<file path="config.mk">
export PLATFORM = sky130hd
export DESIGN_NAME = round_controller
export DESIGN_NICKNAME = d
export VERILOG_FILES = /design/src/rtl/game_pkg.sv /design/src/rtl/digit_entry_buffer.sv /design/src/rtl/round_controller.sv
export SDC_FILE = /design/constraint.sdc
export NUM_CORES = 1
export LEC_CHECK = 0
export CAP_MARGIN = 10
export CORE_MARGIN = 8
export CORE_UTILIZATION = 35
export DETAILED_ROUTE_END_ITERATION = 10
export SLEW_MARGIN = 20
export SYNTH_ARGS = -nofsm -noshare
export SYNTH_HDL_FRONTEND = slang
export SYNTH_SLANG_ARGS = --single-unit
export TNS_END_PERCENT = 1
</file>
<file path="constraint.sdc">
create_clock -name clk -period 2.2 [get_ports clk]
set_clock_uncertainty 0.1 [all_clocks]
set_input_delay 0.44 -clock clk [delete_from_list [all_inputs] [get_ports clk]]
set_output_delay 0.44 -clock clk [all_outputs]
set_load 0.02 [all_outputs]
</file>
<file path="src/rtl/game_pkg.sv">
// Shared types and constants for the Bulls-and-Cows round sequencing logic.
package game_pkg;

  typedef enum logic [2:0] {
    IDLE  = 3'd0,
    ENTRY = 3'd1,
    CHECK = 3'd2,
    WAIT  = 3'd3,
    SCORE = 3'd4,
    SHOW  = 3'd5,
    WON   = 3'd6,
    LOST  = 3'd7
  } state_t;

  localparam logic [3:0] EMPTY_NIBBLE = 4'hF;
  localparam int         NUM_DIGITS   = 4;
  localparam logic [3:0] WIN_STRIKES  = 4'd4;

endpackage

</file>
<file path="src/rtl/digit_entry_buffer.sv">
// Guess shift register with occupancy count and a duplicate-digit compare
// against the currently occupied slots (slot 0 holds the newest digit).
module digit_entry_buffer
  import game_pkg::*;
(
  input  logic        clk,
  input  logic        rst,
  input  logic        clr,
  input  logic        push,
  input  logic        pop,
  input  logic        restart,
  input  logic [3:0]  digit,
  output logic [15:0] guess,
  output logic [2:0]  count,
  output logic        dup
);

  // Shift digits in from the right, out to the right on delete, or restart with one digit.
  always_ff @(posedge clk) begin
    if (rst || clr) begin
      guess <= {NUM_DIGITS{EMPTY_NIBBLE}};
      count <= 3'd0;
    end else if (pop) begin
      guess <= {EMPTY_NIBBLE, guess[15:4]};
      count <= count - 3'd1;
    end else if (restart) begin
      guess <= {{(NUM_DIGITS-1){EMPTY_NIBBLE}}, digit};
      count <= 3'd1;
    end else if (push) begin
      guess <= {guess[11:0], digit};
      count <= count + 3'd1;
    end
  end

  // Flag the incoming digit if it matches any slot that already holds a key.
  always_comb begin
    dup = 1'b0;
    for (int i = 0; i < NUM_DIGITS; i++) begin
      if ((3'(i) < count) && (guess[i*4 +: 4] == digit)) dup = 1'b1;
    end
  end

endmodule

</file>
<file path="src/rtl/round_controller.sv">
// Sequences one Bulls-and-Cows game: builds a guess, fires the scorer once,
// registers its strike/ball result, counts attempts and declares win or loss.
module round_controller
  import game_pkg::*;
#(
  parameter int MAX_ATTEMPTS = 10,
  parameter int ATT_W        = 4,
  parameter int RESULT_LAT   = 1
) (
  input  logic             clk,
  input  logic             rst,
  input  logic             digit_valid,
  input  logic [3:0]       digit,
  input  logic             del,
  input  logic             new_game,
  input  logic [3:0]       strike,
  input  logic [3:0]       ball,
  output logic [15:0]      guess,
  output logic             check_en,
  output logic [2:0]       digit_count,
  output logic [3:0]       last_strike,
  output logic [3:0]       last_ball,
  output logic [ATT_W-1:0] attempts,
  output logic             dup_err,
  output logic             won,
  output logic             lost
);

  localparam logic [7:0]       WAIT_LAST = 8'((RESULT_LAT > 1) ? (RESULT_LAT - 2) : 0);
  localparam logic [ATT_W-1:0] ATT_MAX   = ATT_W'(MAX_ATTEMPTS);
  localparam logic [ATT_W-1:0] ATT_FINAL = ATT_W'(MAX_ATTEMPTS - 1);

  state_t     state, state_n;
  logic [7:0] wait_cnt;
  logic       legal, dup;
  logic       push, pop, restart, clr, dup_set, score_en;

  assign legal = digit_valid && (digit <= 4'd9);

  digit_entry_buffer u_buf (
    .clk     (clk),
    .rst     (rst),
    .clr     (clr),
    .push    (push),
    .pop     (pop),
    .restart (restart),
    .digit   (digit),
    .guess   (guess),
    .count   (digit_count),
    .dup     (dup)
  );

  // State register.
  always_ff @(posedge clk) begin
    if (rst) state <= IDLE;
    else     state <= state_n;
  end

  // Next-state and buffer control; new_game overrides every state.
  always_comb begin
    state_n  = state;
    push     = 1'b0;
    pop      = 1'b0;
    restart  = 1'b0;
    clr      = 1'b0;
    dup_set  = 1'b0;
    score_en = 1'b0;
    if (new_game) begin
      state_n = IDLE;
      clr     = 1'b1;
    end else begin
      case (state)
        IDLE: begin
          if (!del && legal) begin
            push    = 1'b1;
            state_n = ENTRY;
          end
        end
        ENTRY: begin
          if (del) begin
            pop = (digit_count != 3'd0);
          end else if (legal) begin
            if (dup) begin
              dup_set = 1'b1;
            end else begin
              push = 1'b1;
              if (digit_count == 3'(NUM_DIGITS - 1)) state_n = CHECK;
            end
          end
        end
        CHECK:   state_n = (RESULT_LAT > 1) ? WAIT : SCORE;
        WAIT:    if (wait_cnt == WAIT_LAST) state_n = SCORE;
        SCORE: begin
          score_en = 1'b1;
          if (strike == WIN_STRIKES)     state_n = WON;
          else if (attempts == ATT_FINAL) state_n = LOST;
          else                            state_n = SHOW;
        end
        SHOW: begin
          if (!del && legal) begin
            restart = 1'b1;
            state_n = ENTRY;
          end
        end
        default: state_n = state;
      endcase
    end
  end

  // Score registers, attempt counter, duplicate pulse and result-latency counter.
  always_ff @(posedge clk) begin
    if (rst || new_game) begin
      last_strike <= 4'd0;
      last_ball   <= 4'd0;
      attempts    <= '0;
      dup_err     <= 1'b0;
      wait_cnt    <= 8'd0;
    end else begin
      dup_err  <= dup_set;
      wait_cnt <= (state == WAIT) ? wait_cnt + 8'd1 : 8'd0;
      if (score_en) begin
        last_strike <= strike;
        last_ball   <= ball;
        if (attempts != ATT_MAX) attempts <= attempts + 1'b1;
      end
    end
  end

  assign check_en = (state == CHECK) && !new_game;
  assign won      = (state == WON);
  assign lost     = (state == LOST);

endmodule

</file>
# Word-level counts from Yosys, hierarchy flattened

Index checks and enable logic that the tools add are counted.

Add/subtract/negate cells: 4
Magnitude comparators: 5
Eq/ne operators: 21
Multiplexer cells: 34
Bitwise gates (word level): 3
Reductions and logical operators: 23

Operator list:

| operator              | number |
|---|---|
| $mux W12              | 3 |
| $mux W3               | 9 |
| $mux W1               | 18 |
| $eq A4 B4 Y1          | 4 |
| $pmux W3 S5           | 1 |
| $eq A3 B3 Y1 const B  | 4 |
| $ne A2 B2 Y1 const B  | 5 |
| $eq A3 B2 Y1 const B  | 3 |
| $add A8 B1 Y8 const B | 1 |
| $logic_not A8 Y1      | 1 |
| $logic_and A1 B1 Y1   | 7 |
| $reduce_and A7 Y1     | 1 |
| $lt A1 B3 Y1 const A  | 2 |
| $lt A2 B3 Y1 const A  | 2 |
| $reduce_bool A3 Y1    | 2 |
| $reduce_or A2 Y1      | 3 |
| $reduce_bool A5 Y1    | 1 |
| $reduce_or A5 Y1      | 1 |
| $add A4 B1 Y4 const B | 1 |
| $eq A4 B3 Y1 const B  | 1 |
| $eq A4 B4 Y1 const B  | 1 |
| $le A4 B4 Y1 const B  | 1 |
| $mux W2               | 2 |
| $ne A4 B4 Y1 const B  | 1 |
| 11 further kinds      | 15 |

Bits in registers: 43
Input bits: 17
Output and inout bits: 35
Logic and storage cells: 99

# Longest topological paths before layout

Depth in word-level cells: 14
Mapped depth: 10
Depth with buffers taken out: 8

# Modules after synthesis

From an unflattened synthesis, not the netlist that was laid out.

Cells, all modules: 282
Area total of the unflattened synthesis: 2389.8 sq um

Modules (own cells, without submodules):

| module             | instances | cells an instance | area an instance (sq um) | seq. area each (sq um) |
|---|---|---|---|---|
| round_controller   | 1         | 137               | 1247.4                   | 480.5 |
| digit_entry_buffer | 1         | 145               | 1142.3                   | 380.4 |

# Least setup slack after synthesis

No wires, ideal clock.

Path kind: register to register
Start point: register u_buf.count[0]
End point: register u_buf.guess[0]
Setup time: 136 ps
Arrival: 2157 ps
Slack: -193 ps
Cell stages (with the launch flop): 9
Path buffers: 1
Clock period less this slack: 2393 ps
Cells stage by stage: dfxtp_1 > inv_1 > ha_1 > nor2b_2 > or4b_4 > buf_6 > mux2_4 > nor3_1 > o21ai_1

Cells in the longest elaborated chain, start to end: 12
Elaborated cells on any way between the ends: 23

Ends and longest elaborated chain:

| item                         | line                     | text |
|---|---|---|
| start: declaration           | digit_entry_buffer.sv:14 | `output logic [2:0] count,` |
| start signal: assignment     | digit_entry_buffer.sv:25 | `count <= count - 3'd1;` |
| start signal: assignment     | digit_entry_buffer.sv:31 | `count <= count + 3'd1;` |
| $lt A1 B3 Y1                 | digit_entry_buffer.sv:39 | `if ((3'(i) < count) && (guess[i*4 +: 4] == digit)) dup = 1'b1;` |
| $logic_and A1 B1 Y1          | digit_entry_buffer.sv:39 |  |
| $mux W1 (4 in series)        | digit_entry_buffer.sv:39 |  |
| $mux W1                      | round_controller.sv:83   | `if (dup) begin` |
| $mux W1                      | round_controller.sv:82   | `end else if (legal) begin` |
| $mux W1                      | round_controller.sv:80   | `if (del) begin` |
| $pmux W1 S2                  | round_controller.sv:72   | `case (state)` |
| $mux W1                      | round_controller.sv:68   | `if (new_game) begin` |
| $reduce_bool A3 Y1 (no line) | --                       |  |
| end signal: assignment       | digit_entry_buffer.sv:24 | `guess <= {EMPTY_NIBBLE, guess[15:4]};` |
| end signal: assignment       | digit_entry_buffer.sv:27 | `guess <= {{(NUM_DIGITS-1){EMPTY_NIBBLE}}, digit};` |
| end signal: assignment       | digit_entry_buffer.sv:30 | `guess <= {guess[11:0], digit};` |
| end: declaration             | digit_entry_buffer.sv:13 | `output logic [15:0] guess,` |

Several ways; a longest one is shown, not always the timed one.
A chain may end at the register's enable or synchronous reset.

# Worst setup path after layout

Start point: register u_buf.count[0]
End point: register u_buf.guess[1]

The elaborated chain is that of the path after synthesis.

==> impl_metrics.yaml <==
floorplan:
  die_y_um: 101
  core_um2: 7100
  initial_utilization_pct: 35.3
  die_w_um: 101
  num_rows: 31
  die_area_um2: 10100
  pin_count: 52
route:
  wl_per_cell_um: 15.9
  ant_nets: 0
  drtPass1Iterations: 4
  dr_total_vias: 2404
  drt-total-wl_mm: 7.45
  avgViaCountPerCell: 5.11
  drt-initial-drc-count: 126
  post-route-drc-count: 0
layout:
  final_cell_area_um2: 3620
  drive_gt1_share_pct: 24.5
  areaGrowthSynthToFinish_pct: 44.4
  nets: 396
  layoutNonFillerInstCount: 470
  fill_cells: 681
  antenna_cells: 0
pwr:
  power_leakage_nw: 1.40
  ir_worst_vdd_uv: 252
  powerDensity_nw_per_um2: 445
critical_path:
  cp.arrival_ns: 2.20
  cp-start-kind: "flip-flop"
  crit_fanout: 9
  critPathKind: "flip-flop to flip-flop"
  end_kind: "flip-flop"
  worstPathRequired_ns: 2.30
sta:
  min_period_ns: 2.11
  setup_violations: 0
  final.setup.tns_ns: 0
  max_clock_freq_mhz: 475
  slew_viol_final: 0
  slew_headroom_pct: 71.6
  hold_viol: 0
  min_period_over_period_pct: 95.7
  worst_pin_slew_ns: 0.426
  rsz0062_at_grt: "no"
yosys:
  async_flop_share_pct: 0
  ys_ff_latch: 43
  synth-simple-area-share_pct: 20.3
  synth_enable_flop_cells: 0
  synth.area.mux_share_pct: 7.58
  synth-xor-area-share_pct: 8.73
  synthAdderAreaFrac_pct: 4.49
  yosysSeqAreaShare_pct: 34.3
  synth_top_flop_cell: "dfxtp_1"
  synth_compound_area_share_pct: 18.6
  syn_avg_cell_area_um2: 8.80
  synth_area_um2: 2510
  yosys_warnings: 0
  synth_top_family_by_area: "simple AND/OR/NAND/NOR gates"
  syn_nets: 311
  synth_cell_types: 55
  synthCells: 285
status:
  status: "finished clean"
clock_tree:
  clkTransAtPathRegs_ns: 0.09
  clock_latency_ns: 0.30
  clock_path_buffers: 2
  cts_sinks: 43
  ctsHtreeMaxLevel: 2
  cts_buffers: 5
  cts-root-buf: "clkbuf_8"
  cts_tree: "built"
place:
  gp_congestion: 0.833
  dp_cells: 459
  io_buffers: 51
  placed_area_um2: 3370
  dpl.hpwl_mm: 5.47
global_route:
  grt_pass1_wl_mm: 12.0
  grt_pass1_vias: 2421
  grt_usage_pct: 14.6
  grt_antenna_before_repair: 0
  grt_remaining_overflow: 0
  grt_max_degree: 18
hold_path:
  hp-class: "flip-flop to flip-flop"
job:
  cap_violations: 0
worst paths after layout:
path | from | to | slack (ns) | depth (start not counted)
worst max register to register | u_buf.count[0] | u_buf.guess[1] | 0.09 | 7
worst min-delay path | wait_cnt[0] | wait_cnt[0] | 0.37 | 1
worst max-delay path | u_buf.count[0] | u_buf.guess[1] | 0.09 | 7
worst min register to register | wait_cnt[0] | wait_cnt[0] | 0.37 | 1
critical path, cell delays in order, from the launching register on:
cell	delay (ns)
dfxtp_4	0.35
inv_1	0.04
ha_1	0.18
nor2b_2	0.19
or4b_4	0.62
mux2_4	0.33
nor3_1	0.13
o21ai_1	0.07
cell families after synthesis:
| kind of cell | after synthesis |
|---|---|
| and+or+nand+nor | 94 |
| AOI/OAI and AO/OA | 67 |
| DFF | 43 |
| buffers and inverters | 30 |
| xor gates and xnor gates | 25 |
| muxes | 17 |
| adders and majority gates | 9 |
state kept, by name, summed over array words and instances (netlist names):
signal       cells
state            3
dup_err          1
u_buf.count      3
last_ball        4
u_buf.guess     16
last_strike      4
wait_cnt         8
attempts         4
report_power, final:
part / switching, mW / internal, mW
sequential: 0.00602 / 0.781
clock: 0.300 / 0.339
combinational: 0.0913 / 0.0963
synthesized netlist by cell type, types with 9 or more instances:
master     n  share of area [%]
nor3_1    15                3.0
mux2i_1   13                5.2
ha_1       9                4.5
xor2_1    17                5.9
o211ai_1   9                2.7
a21oi_1    9                1.8
inv_1     11                1.6
o22ai_1   11                2.7
dfxtp_1   43                 34
nand2_1   10                1.5
o21ai_0   10                2.0
nor2_1    30                4.5
final cells by class:
| class | count | area [µm²] | area share (%) |
|---|---|---|---|
| Clock inverter | 3 | 43.8 | 1.21 |
| Tap cell | 99 | 124 | 3.42 |
| Sequential cell | 43 | 870 | 24.0 |
| Multi-Input combinational cell | 213 | 1580 | 43.6 |
| Clock buffer | 5 | 68.8 | 1.90 |
| Inverter | 12 | 45.0 | 1.24 |
| Timing Repair Buffer | 95 | 890 | 24.6 |
through the flow:
stage	worst slack (ns)	hold slack (ns)	total power, mW	util (%)
floorplan	0.0106	0.326	0.891	-
global placement	-0.439	0.345	0.978	47.5
detailed placement	-0.462	0.353	0.979	47.5
CTS	-0.125	0.373	1.63	49.4
global route	0.0227	0.433	1.68	51.0
finish	0.0936	0.375	1.61	51.0
metal layers:
layer | vias to the layer above | track usage, % | share of wire, %
met5 | - | 0 | 0
li1 | 1188 | - | -
met4 | 0 | 5.00 | 1.9
met3 | 11 | 2.21 | 4.1
met2 | 53 | 23.9 | 46
met1 | 1152 | 19.0 | 48
repair_timing:
item / 4_1_cts / 5_1_grt
endpoints found under the setup margin: 23 / 21
pin swaps: 1 / 8
gates cloned: 0 / 2
buffers inserted: 0 / 1
hold buffers: 0 / 0
resized for setup: 8 / 32
placed cells by master (no fill, tap or decap), drive strengths merged, types with 5 or more instances in the layout:
cell           count
xor2              17
mux2i             13
clkdlybuf4s50     41
o21ai             17
inv               12
dfxtp             43
nor4               6
dlymetal6s2s       7
nand2             13
nand3              5
buf               44
nor2              32
a21oi             11
nor3              18
o22ai             11
clkbuf             5
ha                 9
o211ai             9
xnor2              8
Power figures use the tool's default switching activity.
